==> src/rtl/core_db_ecc_pkg.sv <==
// rtl/core_db_ecc_pkg.sv - shared width helpers for the data-bucket ECC core
package core_db_ecc_pkg;

    // Hamming parity count: smallest p with 2^p >= data_w + p + 1
    function automatic int calc_p(input int data_w);
        int p;
        p = 1;
        while ((1 << p) < data_w + p + 1) p++;
        return p;
    endfunction

    function automatic logic is_pow2(input int pos);
        return (pos > 0) && ((pos & (pos - 1)) == 0);
    endfunction

    function automatic int pkt_w(input int addr_w, input int data_w, input int secded);
        return addr_w + data_w + calc_p(data_w) + secded;
    endfunction

    function automatic int out_w(input int addr_w, input int data_w);
        return addr_w + data_w;
    endfunction

endpackage

==> src/rtl/db_sync_fifo.sv <==
// rtl/db_sync_fifo.sv - synchronous FIFO with zeroed head when empty
module db_sync_fifo #(
    parameter int WIDTH = 8,
    parameter int DEPTH = 4,
    localparam int AW = $clog2(DEPTH),
    localparam int CW = AW + 1
) (
    input  logic             clk,
    input  logic             rst_n,
    input  logic             push,
    input  logic [WIDTH-1:0] push_data,
    input  logic             pop,
    output logic             head_valid,
    output logic [WIDTH-1:0] head_data,
    output logic [CW-1:0]    count
);
    logic [WIDTH-1:0] mem_q [DEPTH];
    logic [AW-1:0]    wr_ptr_q, wr_ptr_d, rd_ptr_q, rd_ptr_d;
    logic [CW-1:0]    count_q, count_d;
    logic             do_push, do_pop;

    always_comb begin
        do_pop   = pop && (count_q != '0);
        do_push  = push && ((count_q != CW'(DEPTH)) || do_pop);
        wr_ptr_d = do_push ? wr_ptr_q + 1'b1 : wr_ptr_q;
        rd_ptr_d = do_pop ? rd_ptr_q + 1'b1 : rd_ptr_q;
        count_d  = count_q + CW'(do_push) - CW'(do_pop);
    end

    always_ff @(posedge clk) begin
        if (!rst_n) begin
            wr_ptr_q <= '0;
            rd_ptr_q <= '0;
            count_q  <= '0;
        end else begin
            wr_ptr_q <= wr_ptr_d;
            rd_ptr_q <= rd_ptr_d;
            count_q  <= count_d;
        end
    end

    always_ff @(posedge clk) begin
        if (do_push) mem_q[wr_ptr_q] <= push_data;
    end

    assign head_valid = (count_q != '0);
    assign head_data  = head_valid ? mem_q[rd_ptr_q] : '0;
    assign count      = count_q;
endmodule

==> src/rtl/core_db_ecc.sv <==
// rtl/core_db_ecc.sv - Hamming/SECDED correcting data-bucket core with output FIFO
module core_db_ecc
    import core_db_ecc_pkg::*;
#(
    parameter int ADDR_W     = 4,
    parameter int DATA_W     = 4,
    parameter int SECDED     = 0,
    parameter int FIFO_DEPTH = 4,
    parameter int CNT_W      = 8,
    localparam int P     = calc_p(DATA_W),
    localparam int N     = DATA_W + P,
    localparam int PKT_W = pkt_w(ADDR_W, DATA_W, SECDED),
    localparam int OUT_W = out_w(ADDR_W, DATA_W)
) (
    input  logic             clk,
    input  logic             rst_n,
    input  logic             in_valid,
    output logic             in_ready,
    input  logic [PKT_W-1:0] in_pkt,
    output logic             out_valid,
    input  logic             out_ready,
    output logic [OUT_W-1:0] out_data,
    output logic             out_corrected,
    output logic             out_uncorr,
    output logic [P-1:0]     out_syndrome,
    input  logic             clr_cnt,
    output logic [CNT_W-1:0] corr_cnt,
    output logic [CNT_W-1:0] uncorr_cnt
);
    typedef struct packed {
        logic         corrected;
        logic         uncorr;
        logic [P-1:0] syndrome;
    } status_t;

    localparam int ENTRY_W = OUT_W + $bits(status_t);
    localparam int FCW     = $clog2(FIFO_DEPTH) + 1;

    logic               s1_valid_q, s1_valid_d;
    logic [PKT_W-1:0]   s1_pkt_q, s1_pkt_d;
    logic [CNT_W-1:0]   corr_cnt_q, corr_cnt_d, uncorr_cnt_q, uncorr_cnt_d;
    logic [N:1]         cw;
    logic [P-1:0]       syn;
    logic               par_bad, flip;
    status_t            st, head_st;
    logic [DATA_W-1:0]  data;
    logic [FCW-1:0]     fifo_count;
    logic [ENTRY_W-1:0] head;

    // Space is reserved for the word sitting in S1, so a push can never overflow.
    assign in_ready = rst_n && ((fifo_count + FCW'(s1_valid_q)) < FCW'(FIFO_DEPTH));

    always_comb begin
        s1_valid_d = in_valid && in_ready;
        s1_pkt_d   = s1_valid_d ? in_pkt : s1_pkt_q;
    end

    always_comb begin
        cw  = s1_pkt_q[ADDR_W +: N];
        syn = '0;
        for (int j = 0; j < P; j++) begin
            for (int i = 1; i <= N; i++) begin
                if (((i >> j) & 1) == 1) syn[j] = syn[j] ^ cw[i];
            end
        end
        par_bad = ^cw;
        if (SECDED != 0) par_bad = par_bad ^ s1_pkt_q[PKT_W-1];

        flip         = 1'b0;
        st.corrected = 1'b0;
        st.uncorr    = 1'b0;
        st.syndrome  = syn;
        if (SECDED == 0) begin
            if (syn != '0) begin
                if (int'(syn) <= N) begin
                    flip         = 1'b1;
                    st.corrected = 1'b1;
                end else begin
                    st.uncorr = 1'b1;
                end
            end
        end else begin
            // Zero syndrome with bad parity means only the overall parity bit flipped.
            if (syn == '0) begin
                st.corrected = par_bad;
            end else if (par_bad && (int'(syn) <= N)) begin
                flip         = 1'b1;
                st.corrected = 1'b1;
            end else begin
                st.uncorr = 1'b1;
            end
        end
    end

    for (genvar g = 1; g <= N; g++) begin : g_data
        if (!is_pow2(g)) begin : g_bit
            assign data[g - $clog2(g + 1) - 1] = cw[g] ^ (flip && (int'(syn) == g));
        end
    end

    always_comb begin
        corr_cnt_d   = corr_cnt_q;
        uncorr_cnt_d = uncorr_cnt_q;
        if (clr_cnt) begin
            corr_cnt_d   = CNT_W'(s1_valid_q && st.corrected);
            uncorr_cnt_d = CNT_W'(s1_valid_q && st.uncorr);
        end else begin
            if (s1_valid_q && st.corrected && (corr_cnt_q != '1)) corr_cnt_d = corr_cnt_q + 1'b1;
            if (s1_valid_q && st.uncorr && (uncorr_cnt_q != '1)) uncorr_cnt_d = uncorr_cnt_q + 1'b1;
        end
    end

    always_ff @(posedge clk) begin
        if (!rst_n) begin
            s1_valid_q   <= 1'b0;
            s1_pkt_q     <= '0;
            corr_cnt_q   <= '0;
            uncorr_cnt_q <= '0;
        end else begin
            s1_valid_q   <= s1_valid_d;
            s1_pkt_q     <= s1_pkt_d;
            corr_cnt_q   <= corr_cnt_d;
            uncorr_cnt_q <= uncorr_cnt_d;
        end
    end

    db_sync_fifo #(
        .WIDTH (ENTRY_W),
        .DEPTH (FIFO_DEPTH)
    ) u_fifo (
        .clk        (clk),
        .rst_n      (rst_n),
        .push       (s1_valid_q),
        .push_data  ({data, s1_pkt_q[ADDR_W-1:0], st}),
        .pop        (out_valid && out_ready),
        .head_valid (out_valid),
        .head_data  (head),
        .count      (fifo_count)
    );

    assign {out_data, head_st} = head;
    assign out_corrected = head_st.corrected;
    assign out_uncorr    = head_st.uncorr;
    assign out_syndrome  = head_st.syndrome;
    assign corr_cnt      = corr_cnt_q;
    assign uncorr_cnt    = uncorr_cnt_q;
endmodule

==> config.mk <==
export PLATFORM = sky130hd
export DESIGN_NAME = core_db_ecc
export DESIGN_NICKNAME = d
export VERILOG_FILES = /design/src/rtl/core_db_ecc_pkg.sv /design/src/rtl/db_sync_fifo.sv /design/src/rtl/core_db_ecc.sv
export SDC_FILE = /design/constraint.sdc
export NUM_CORES = 1
export LEC_CHECK = 0
export BUFFER_PORTS_ARGS = -buffer_cell sky130_fd_sc_hd__buf_2
export CAP_MARGIN = 0
export CORE_MARGIN = 1.5
export CORE_UTILIZATION = 57
export CTS_CLUSTER_DIAMETER = 40
export DETAILED_ROUTE_END_ITERATION = 12
export PLACE_DENSITY = 0.77
export REMOVE_ABC_BUFFERS = 1
export SLEW_MARGIN = 20
export SYNTH_ARGS = -nofsm -noshare
export SYNTH_HDL_FRONTEND = slang
export SYNTH_SLANG_ARGS = --single-unit
==> constraint.sdc <==
create_clock -name clk -period 2.9 [get_ports clk]
set_input_delay 0.58 -clock clk [delete_from_list [all_inputs] [get_ports clk]]
set_output_delay 0.58 -clock clk [all_outputs]
set_load 0.02 [all_outputs]
== Word-level counts from Yosys, hierarchy flattened ==
Memory sizes are Yosys's and may differ from the RTL's. A register that Yosys moved wholly into a read port is not among the register bits.
Cells that the tools add are included.
Operators by class
  $add $sub $neg: 7
  multipliers: 0
  div/mod/pow operators: 0
  order comparisons: 1
  eq/ne operators: 7
  shift-type cells: 0
  mux-type cells: 11
  bitwise logic cells: 14
  reductions and logical operators: 19
Operators with widths (count)
  adder 8 x 1 -> 8 bit, second input constant: 2
  inequality test 8 bit, second input constant: 2
  logical AND 1 bit: 13
  2-to-1 mux 13 bit: 1
  XOR 1 bit: 13
  2-to-1 mux 1 bit: 7
  adder 3 x 1 -> 3 bit: 2
  == test 3 bit, second input constant: 2
  2-to-1 mux 2 bit: 3
  nonzero test 3 bit: 2
  adder 2 x 1 -> 2 bit, second input constant: 2
  nonzero test 2 bit: 2
  == test 3 x 1 -> 1 bit, second input constant: 1
  == test 3 x 2 -> 1 bit, second input constant: 1
  less-than comparator 3 bit, second input constant: 1
  inequality test 3 bit, second input constant: 1
  subtractor 3 x 1 -> 3 bit: 1
  OR reduction 2 bit: 1
  logical OR 1 bit: 1
  NOT 1 bit: 1
Storage, ports and cells
  register bits after elaboration: 35
  bits in latches: 0
  bits in writable memories: 52
  bits in read-only memories: 0
  input bits: 16
  output and inout bits: 31
  logic and storage cells: 69
  memories: 1
Memories
  u_fifo.mem_q: depth 4, bits a word 13, rd ports 1, clocked after memory_dff 1, wr ports 1, line db_sync_fifo.sv:17  | logic [WIDTH-1:0] mem_q [DEPTH];

== Longest topological paths before layout ==
Gate-level depths: netlist of the first run.
  word-level depth: 9
  depth in mapped cells: 10
  depth with buffers taken out: 10

== Modules after synthesis ==
From an unflattened synthesis of the first run, not the netlist that was laid out.
Second synthesis, totals
  cells, all modules: 251
  area, all modules: 3604.7 µm²
By module, submodules not included
  db_sync_fifo: instances 1, cells an instance 131, area each 2459.9 µm², sequential area each 1741.7 µm²
  core_db_ecc: instances 1, cells an instance 120, area each 1144.8 µm², sequential area each 420.4 µm²

== Worst setup path before layout of the first run ==
Ideal clock, no wire load.
  path type: reg2reg
  start: reg u_fifo.count_q[2] (netlist: u_fifo.count[2])
  end: reg u_fifo.count_q[2] (netlist: u_fifo.count[2])
  library setup time: 127 ps
  arrival time: 2091 ps
  required time: 2773 ps
  setup slack: 681 ps
  stages on the path, launching flop included: 11
  buffers on the path: 0
  clock period less this slack: 2219 ps
  cell sequence: dfxtp_1 > or3_1 > and2_1 > ha_1 > inv_1 > ha_1 > inv_1 > fa_1 > xnor2_1 > xnor2_1 > nor2_1
Between the ends
  cells in the longest elaborated chain, start to end: 7
  elaborated cells between the ends (all ways): 8
  those cells by class: 2 x add/sub; 1 x eq/ne; 5 x reduce/logical
RTL lines
  start: declaration: line db_sync_fifo.sv:19  | logic [CW-1:0] count_q, count_d;
  start signal: assignment: line db_sync_fifo.sv:38  | count_q <= count_d;
  nonzero test 3 bit *: line db_sync_fifo.sv:23, db_sync_fifo.sv:46
  logical AND 1 bit: line core_db_ecc.sv:135  | .pop (out_valid && out_ready),
  logical AND 1 bit *: line db_sync_fifo.sv:23  | do_pop = pop && (count_q != '0);
  via u_fifo.do_pop: line db_sync_fifo.sv:20  | logic do_push, do_pop;
  logical OR 1 bit: line db_sync_fifo.sv:24  | do_push = push && ((count_q != CW'(DEPTH)) || do_pop);
  logical AND 1 bit: line db_sync_fifo.sv:24
  adder 3 x 1 -> 3 bit: line db_sync_fifo.sv:27  | count_d = count_q + CW'(do_push) - CW'(do_pop);
  subtractor 3 x 1 -> 3 bit *: line db_sync_fifo.sv:27
Mark *: on every way through the listed nets, which the timed path passes. The rest lies on a longest branch.
A chain may end at the register's enable or synchronous reset.

==> impl_metrics.yaml, run 1 <==
outcome:
  outcome: "completed"
yosys:
  avgSynthCellArea_um2: 13.8
  yosysWarnings: 0
  synthesis.instances: 245
  seq_area_frac_synth_pct: 60.5
  synthesis.area_um2: 3370
  async_flop_share_pct: 0
  synth-edff-count: 48
  yosysUniqueCellTypes: 41
  synth_ff_type: "edfxtp_1"
  synth-seq-cells: 78
worst_hold_path:
  worstHoldPathCells: 2
  hold_path.class: "primary input to flip-flop"
sta:
  fin_crit_ps: 2340
  hold_viol: 0
  setup_viol: 0
  fin_crit_sh_pct: 80.6
  hold_slack_ps: 468
  worstMarginPinSlew_ps: 631
  maxSlewHeadroom_pct: 57.9
  maxSlewViolCount: 0
  fmax_ghz: 0.428
  final.setup_skew_ps: 8.07
  rsz0062_at_grt: "no"
  tns_ps: 0
pwr:
  clkPwrFrac_pct: 22.6
  p_int_mw: 2.04
  power_switching_mw: 0.919
  p_sw_share_pct: 31.1
  comb_power_share_pct: 30.8
  ir_drop_mv: 0.374
  pwr-share-seq_pct: 46.7
  p_per_area_nw_per_um2: 784
  p_leak_nw: 1.47
clocking:
  tritoncts: "built"
  htree_levels: 3
  worstSkewPairLatency_ps: 330
  hold_buffers: 0
  path_clk_slew_ps: 70
  cts_resized: 0
  numCtsBuffers: 9
  cts_buffer_depth: 2
  cts.sinks: 78
  cts-root-buf: "clkbuf_8"
  post_cts_buffers: 0
worst_setup_path:
  crit_arrival_ps: 1760
  worstPathRequired_ps: 2320
  worstSetupEndpointType: "output pin"
  crit_type: "flip-flop to output pin"
  start_kind: "flip-flop"
  reg2reg_depth: 10
  path_max_fanout: 12
cells_and_area:
  multi_input_area_um2: 1220
  antenna_cells: 0
  seq_area_um2: 2040
  synthToLayoutAreaGrowth_pct: 11.9
  fin_nets: 314
  drive_gt1_share_pct: 24.8
  fill_cells: 422
detailed_routing:
  via_count: 1933
  drtIter0Drc: 100
  routed_wl_um: 5390
  dr.pass1.iters: 5
  drtAntennaViolNets: 0
  wl_per_cell_um: 14.7
  routed_via_density: 5.28
  route.detailed.drc: 0
floorplanning:
  rows: 27
  die_h_um: 79.9
  die_area_um2: 6390
  start_util_pct: 60.2
  num_io_pins: 47
  core-area_um2: 5610
  dieWidth_um: 79.9
global_routing:
  antenna_found_initial: 0
  grt_use_total_pct: 18.2
  grt_pass1_vias: 1842
  grt_overflow_total: 0
  grt_max_degree: 23
  grt_pass1_wl_um: 8470
placed_design:
  place_congestion: 0.798
  hpwl_um: 3760
  port_buffers: 38
job:
  cap_viol_max_count: 0
==> worst paths after layout <==
check                           slack [ps]         endpoint       startpoint
worst max-delay path                   560  out_syndrome[2]        flip-flop
worst min-delay path                   470  u_fifo.count[0]            rst_n
worst max register to register         630  u_fifo.count[2]  u_fifo.count[1]
worst min register to register         470    uncorr_cnt[0]    uncorr_cnt[0]
==> worst max-delay path, cell delays in order, from the launching register on <==
cell and delay (ps):
dfxtp_1 690, mux4_2 390, and2_1 180, buf_2 160
==> cell type report <==
cell class	count	share of cell area, %
clock buffer	13	3.94
clock inverter	2	0.265
inverter	10	0.994
multi-input combinational	148	32.3
sequential	78	54.1
tap	72	2.39
timing repair buffer	43	6.03
==> registers in the layout, indices dropped and copies added, names as in the netlist, named ones only <==
register         count
u_fifo.mem_q        48
u_fifo.rd_ptr_q      2
uncorr_cnt           1
s1_valid_q           1
u_fifo.count         3
u_fifo.wr_ptr_q      2
corr_cnt             8
s1_pkt_q            11
==> layout by cell type (no fill, tap or decap), types with 2 or more instances in the layout <==
| cell type | n |
|---|---|
| buf_2 | 38 |
| conb_1 | 8 |
| nand2_1 | 11 |
| mux2i_1 | 13 |
| nand3b_1 | 2 |
| buf_4 | 5 |
| xor2_1 | 3 |
| and2_1 | 19 |
| inv_1 | 10 |
| o21ai_0 | 5 |
| clkbuf_8 | 10 |
| dfxtp_1 | 30 |
| and3_1 | 2 |
| clkbuf_1 | 3 |
| or3_1 | 7 |
| ha_1 | 7 |
| and4_1 | 2 |
| nor2_1 | 20 |
| mux4_2 | 12 |
| a21oi_1 | 7 |
| nand3_1 | 3 |
| edfxtp_1 | 48 |
| xnor2_1 | 11 |
==> cells in the mapped netlist, types with 2 or more instances <==
cell | n | area share (%)
nand3_1 | 3 | 0.44
dfxtp_1 | 30 | 18
mux2i_1 | 13 | 3.9
xor2_1 | 3 | 0.78
nand3b_1 | 2 | 0.44
edfxtp_1 | 48 | 43
o21ai_0 | 5 | 0.74
and4_1 | 2 | 0.52
mux4_2 | 12 | 8.0
buf_4 | 8 | 1.8
ha_1 | 7 | 2.6
or3_1 | 7 | 1.3
clkbuf_1 | 3 | 0.33
and3_1 | 2 | 0.37
a21oi_1 | 7 | 1.0
nand2_1 | 11 | 1.2
inv_1 | 10 | 1.1
and2_1 | 19 | 3.5
buf_2 | 2 | 0.30
nor2_1 | 20 | 2.2
xnor2_1 | 11 | 2.9
==> power by group through the flow <==
stage	clock [mW]	sequential, mW	combinational [mW]
5_1_grt	0.722	1.39	1.01
2_1_floorplan	0	1.41	0.636
6_report	0.668	1.38	0.910
3_5_place_dp	0	1.40	0.928
3_3_place_gp	0	1.40	0.909
4_1_cts	0.689	1.38	0.932
==> layer usage <==
metal	track usage, %	part of all wire, %	vias to the layer above
met5	0	0	-
met4	9.83	1.9	0
li1	-	-	955
met3	3.09	3.1	9
met1	21.1	43	933
met2	31.8	51	36
==> stage by stage <==
step	setup slack [ps]	utilization [%]	cell area, µm²	instances	power (mW)
after floorplan	464	-	3300	236	2.05
after global placement	675	64.5	3620	351	2.31
after detailed placement	628	64.5	3620	351	2.33
after CTS	525	67.3	3780	366	3.00
after global routing	484	67.3	3780	366	3.12
final	564	67.3	3780	366	2.96
==> logic make-up (layout without fill, tap and decap cells) <==
group / after synthesis / count (layout) / share of synthesized area (%)
buffers and inverters: 26 / 68 / 4.12
AO/OA/AOI/OAI: 19 / 19 / 3.63
AND/OR/NAND/NOR: 72 / 72 / 11.4
XOR/XNOR: 16 / 16 / 5.15
flip-flops: 78 / 78 / 60.5
adder cells (fa/ha/maj): 8 / 8 / 3.19
multiplexers: 25 / 25 / 11.9
other: 1 / 8 / 0.111
Power figures use the tool's default switching activity.
==> inputs of run 2 (changes only) <==
Settings changed: ABC_AREA set to 1.
Clock period 2.9 ns to 2.44 ns, I/O delays scaled along.
==> run 2 against run 1 <==
  * Core utilization down 0.48 points
  * Die area up 6.6%
  * Setup slack worse by 230 ps
  * Count of clock-buffer cells in the layout down 3
  * Final cell count up 38%
  * Cell area up 6.7%
  * Combinational power up 49%
  * Critical path depth up 1
  * Global-route usage up 3.5 points
  * Largest power group unchanged
==> impl_metrics.yaml, run 2 <==
worst_setup_path:
  crit_type: "flip-flop to output pin"
  path_max_fanout: 24
  crit_arrival_ps: 1620
  reg2reg_from: "u_fifo.count[0]"
  worstPathRequired_ps: 1950
  reg2reg_depth: 9
  worstSetupEndpointType: "output pin"
  r2r_slack_ps: 520
  start_kind: "flip-flop"
global_routing:
  grt_max_degree: 25
  antenna_found_initial: 0
  grt_pass1_wl_um: 10900
  grt_overflow_total: 0
  grt_pass1_vias: 2505
  grt_use_total_pct: 21.7
cells_and_area:
  multi_input_area_um2: 1290
  largest_reg_flops: 48
  fin_area_um2: 4030
  synthToLayoutAreaGrowth_pct: 11.7
  seq_area_um2: 2040
  final_common_cell: "nor2_1"
  antenna_cells: 0
  fin_nets: 448
  mostFrequentLayoutCells: "nor2_1 (79), edfxtp_1 (48), o21ai_0 (39)"
  utilization_pct: 66.9
  finalNonFillerCells: 504
  max_flop_register: "u_fifo.mem_q"
  drive_gt1_share_pct: 21.2
  fill_cells: 482
clocking:
  post_cts_buffers: 0
  worstSkewPairLatency_ps: 340
  tritoncts: "built"
  cts-root-buf: "clkbuf_8"
  numCtsBuffers: 9
  cts_buffer_depth: 2
  cts.sinks: 78
  path_clk_slew_ps: 70
  hold_buffers: 0
  htree_levels: 3
detailed_routing:
  drtAntennaViolNets: 0
  routed_wl_um: 6750
  drtIter0Drc: 89
  route.detailed.drc: 0
  via_count: 2604
  routed_via_density: 5.17
  wl_per_cell_um: 13.4
  dr.pass1.iters: 6
yosys:
  synth-seq-cells: 78
  yosysWarnings: 0
  avgSynthCellArea_um2: 9.47
  synth_top_area_share_pct: 40.0
  async_flop_share_pct: 0
  seq_area_frac_synth_pct: 56.6
  yosysMostFrequentCell: "nor2_1"
  synthesis.instances: 381
  synth-edff-count: 48
  synthesis.area_um2: 3610
  synth_top_area_cell: "edfxtp_1"
  yosysUniqueCellTypes: 31
  synth_ff_type: "edfxtp_1"
  ys_top_cells_by_area: "edfxtp_1 (40%), dfxtp_1 (17%), nor2_1 (8.2%), o21ai_0 (5.4%), a21oi_1 (3.9%)"
  synth_commonest_cells: "nor2_1 (79), edfxtp_1 (48), o21ai_0 (39)"
pwr:
  p_per_area_nw_per_um2: 1000
  power.total_mw: 4.04
  ir_drop_mv: 0.689
  p_leak_nw: 1.66
placed_design:
  port_buffers: 38
  placed_cell_area_um2: 3840
  hpwl_um: 4720
  dp_cells: 488
  place_congestion: 0.805
sta:
  setup_viol: 0
  final.setup_skew_ps: 5.83
  fmax_ghz: 0.475
  hold_viol: 0
  fin_crit_ps: 2110
  rsz0062_at_grt: "no"
  maxSlewViolCount: 0
  fin_crit_sh_pct: 86.4
  tns_ps: 0
floorplanning:
  core-area_um2: 6030
  num_io_pins: 47
  dieWidth_um: 82.6
  die_area_um2: 6810
  die_h_um: 82.6
  rows: 28
  start_util_pct: 59.9
worst_hold_path:
  worstHoldStart: "in_pkt[1]"
  worstHoldPathCells: 3
  hold_path.class: "primary input to flip-flop"
job:
  cap_viol_max_count: 0
outcome:
  outcome: "completed"
[run 2: cell types whose count changed after synthesis, sizes merged, moves of 19 or more]
cell,change
a21oi,+20
o21ai,+35
nor2,+63
nand2,+34
inv,+31
and2,-19
[run 2: cells by family after synthesis]
| family | count (synthesis) | synth area share [%] |
|---|---|---|
| other | 1 | 0.104 |
| AO/OA/AOI/OAI | 71 | 9.99 |
| XOR/XNOR | 12 | 2.91 |
| buffers and inverters | 63 | 8.50 |
| adder cells (fa/ha/maj) | 8 | 2.98 |
| flip-flops | 78 | 56.6 |
| AND/OR/NAND/NOR | 148 | 18.9 |
[run 2: stage by stage]
step           setup WS [ps]  hold slack (ps)
2_1_floorplan           -119              436
3_3_place_gp             500              414
3_5_place_dp             395              417
4_1_cts                  146              386
5_1_grt                  139              415
6_report                 333              400
[run 2: final cells by class]
| cell class | count | area share, % |
|---|---|---|
| clock inverters | 6 | 1.55 |
| well taps | 75 | 2.33 |
| multi-input cells | 247 | 32.0 |
| repair buffers | 47 | 6.40 |
| flip-flops and latches | 78 | 50.7 |
| clock buffers | 10 | 3.17 |
| inverters | 41 | 3.82 |
[run 2: final timing paths]
| check | to |
|---|---|
| worst min-delay path | s1_pkt_q[1] |
| worst max register to register | u_fifo.count[2] |
| worst min register to register | uncorr_cnt[0] |
| worst max-delay path | out_syndrome[2] |
[run 2: power by group]
group	switching, mW	total [mW]	internal [mW]
combinational	0.933	1.36	0.430
clock	0.446	0.914	0.468
sequential	0.120	1.76	1.64
[run 2: routing by layer]
| metal | up-vias | GRT usage, % | routed length [µm] |
|---|---|---|---|
| met2 | 65 | 39.4 | 3390 |
| met4 | 0 | 7.00 | 80 |
| met3 | 11 | 5.82 | 306 |
| met5 | - | 0 | 0 |
| li1 | 1321 | - | - |
| met1 | 1207 | 24.5 | 2970 |
[run 2: repair_timing]
action	4_1_cts	5_1_grt
endpoints found under the hold margin	0	0
setup endpoints to repair	0	6
gates resized for setup	0	1
[run 2: worst max-delay path, cell delays in order, from the launching register on]
cell and delay (ps):
dfxtp_2 400, inv_2 300, o21ai_0 170, a21oi_1 210, buf_2 200
==> inputs of run 3 (changes only) <==
Settings changed: CORE_MARGIN 1.5 to 3, CORE_UTILIZATION 57 to 40, PLACE_DENSITY 0.77 to 0.57.
==> run 3 against run 2 <==
  * Clock skew increased by 7.3 ps
  * Sequential power about the same
  * First-iteration DRC count increased by 31%
  * Final cell count increased by 6.5%
  * Global-route usage decreased by 7.3 points
  * Hold slack improved by 1.5 ps
  * Clock power decreased by 2.5%
==> impl_metrics.yaml, run 3 (synthesis gave the netlist of run 2 again) <==
floorplanning:
  start_util_pct: 41.4
  die_area_um2: 10200
  core-area_um2: 8720
  rows: 34
  dieWidth_um: 101
  num_io_pins: 47
  die_h_um: 101
worst_setup_path:
  worstReg2RegEnd: "u_fifo.count[2]"
  cp_top_family: "flip-flops"
  path_max_fanout: 18
  path_buf_inv: 2
  cpMostUsedCell: "nor2_1"
  reg2reg_depth: 9
  worstPathRequired_ps: 1950
  critPathSlowestCell: "dfxtp_2"
  crit_arrival_ps: 1620
  crit_path_cell_trace: "buf_4 > nor2_1 > nor2_1 > o21ai_0 > a21oi_1 > buf_2"
  worstSetupEndpointType: "output pin"
  slowest_delay_ps: 540
  reg2reg_from: "u_fifo.count[0]"
  start_kind: "flip-flop"
  crit_type: "flip-flop to output pin"
  r2r_slack_ps: 520
sta:
  setup_viol: 0
  maxSlewHeadroom_pct: 66.9
  hold_viol: 0
  fin_crit_ps: 2110
  rsz0062_at_grt: "no"
  final.setup_skew_ps: 13.1
  fmax_ghz: 0.474
  hold_slack_ps: 402
  maxSlewViolCount: 0
  worstMarginPinSlew_ps: 491
  fin_crit_sh_pct: 86.5
clocking:
  cts.sinks: 78
  path_clk_slew_ps: 90
  post_cts_buffers: 0
  htree_levels: 3
  cts_buffer_depth: 2
  worstSkewPairLatency_ps: 340
  hold_buffers: 0
  numCtsBuffers: 9
  cts-root-buf: "clkbuf_8"
  tritoncts: "built"
global_routing:
  grt_pass1_wl_um: 11400
  grt_pass1_vias: 2415
  antenna_found_initial: 0
  grt_overflow_total: 0
  grt_use_total_pct: 14.4
  grt_max_degree: 25
outcome:
  outcome: "completed"
job:
  cap_viol_max_count: 0
detailed_routing:
  dr.pass1.iters: 4
  drtIter0Drc: 117
  wl_per_cell_um: 13.0
  routed_via_density: 4.77
  route.detailed.drc: 0
  drtAntennaViolNets: 0
  via_count: 2560
  routed_wl_um: 7000
cells_and_area:
  max_flop_register: "u_fifo.mem_q"
  fill_cells: 823
  synthToLayoutAreaGrowth_pct: 12.7
  mostFrequentLayoutCells: "nor2_1 (79), edfxtp_1 (48), o21ai_0 (39)"
  utilization_pct: 46.6
  drive_gt1_share_pct: 21.4
  largest_reg_flops: 48
  final_common_cell: "nor2_1"
  fin_nets: 448
  antenna_cells: 0
worst_hold_path:
  hold-path-endpoint: "s1_pkt_q[1]"
  worstHoldStart: "in_pkt[1]"
  hold_path.class: "primary input to flip-flop"
  worstHoldPathCells: 3
pwr:
  power_switching_mw: 1.54
  p_leak_nw: 1.66
  comb_power_share_pct: 33.6
  pwr-share-seq_pct: 44.1
  ir_drop_mv: 0.375
  p_int_mw: 2.46
  p_per_area_nw_per_um2: 985
  p_sw_share_pct: 38.6
  clkPwrFrac_pct: 22.3
placed_design:
  port_buffers: 38
  place_congestion: 0.793
  hpwl_um: 4990
## run 3: how the worst max path moves through the flow
stage                          startpoint              end  slack, ps  cells past startpoint
after floorplan           u_fifo.count[0]  u_fifo.count[2]       -120                      9
after global placement          out_ready  u_fifo.count[2]        420                     10
after detailed placement        out_ready  u_fifo.count[2]        370                     10
after CTS                       flip-flop      out_data[4]         60                      4
after global routing            flip-flop      out_data[5]        160                      6
final                           flip-flop      out_data[5]        330                      6
## run 3: per-stage QoR
step	cells	setup TNS, ps	worst slack, ps	total power [mW]	area (µm²)
CTS	537	0	58.9	4.04	4060
floorplan	366	-126	-119	2.70	3480
detailed placement	521	0	372	3.15	3880
finish	537	0	329	4.00	4070
global placement	521	0	424	3.12	3880
global route	537	0	156	4.28	4070
## run 3: tightest hold or removal path: cells and delay by family
kind	cells	cell delay, ps
and+or+nand+nor	1	80
buffers and inverters	1	70
AOI/OAI and AO/OA	1	70
## run 3: cell type report
| type | instances | area, µm² | area share [%] |
|---|---|---|---|
| Timing Repair Buffer | 47 | 258 | 6.34 |
| Multi-Input combinational cell | 247 | 1290 | 31.7 |
| Clock buffer | 9 | 124 | 3.05 |
| Inverter | 41 | 154 | 3.79 |
| Clock inverter | 7 | 61.3 | 1.51 |
| Tap cell | 108 | 135 | 3.32 |
| Sequential cell | 78 | 2040 | 50.3 |
## run 3: timing repair
item / 4_1_cts / 5_1_grt
gates resized for setup: 0 / 1
setup endpoints to repair: 0 / 12
endpoints found under the hold margin: 0 / 0
## run 3: routing by layer
metal	part of all wire, %	GRT usage, %
met5	0	0
met4	0.63	3.58
met3	4.4	4.71
met2	46	23.0
met1	49	18.9
## run 3: power by group through the flow
stage               Sequential, mW  Clock [mW]  Combinational (mW)
global route                  1.79       0.980                1.51
global placement              1.79           0                1.33
CTS                           1.77       0.922                1.36
floorplan                     1.79           0               0.914
finish                        1.77       0.891                1.35
detailed placement            1.80           0                1.35
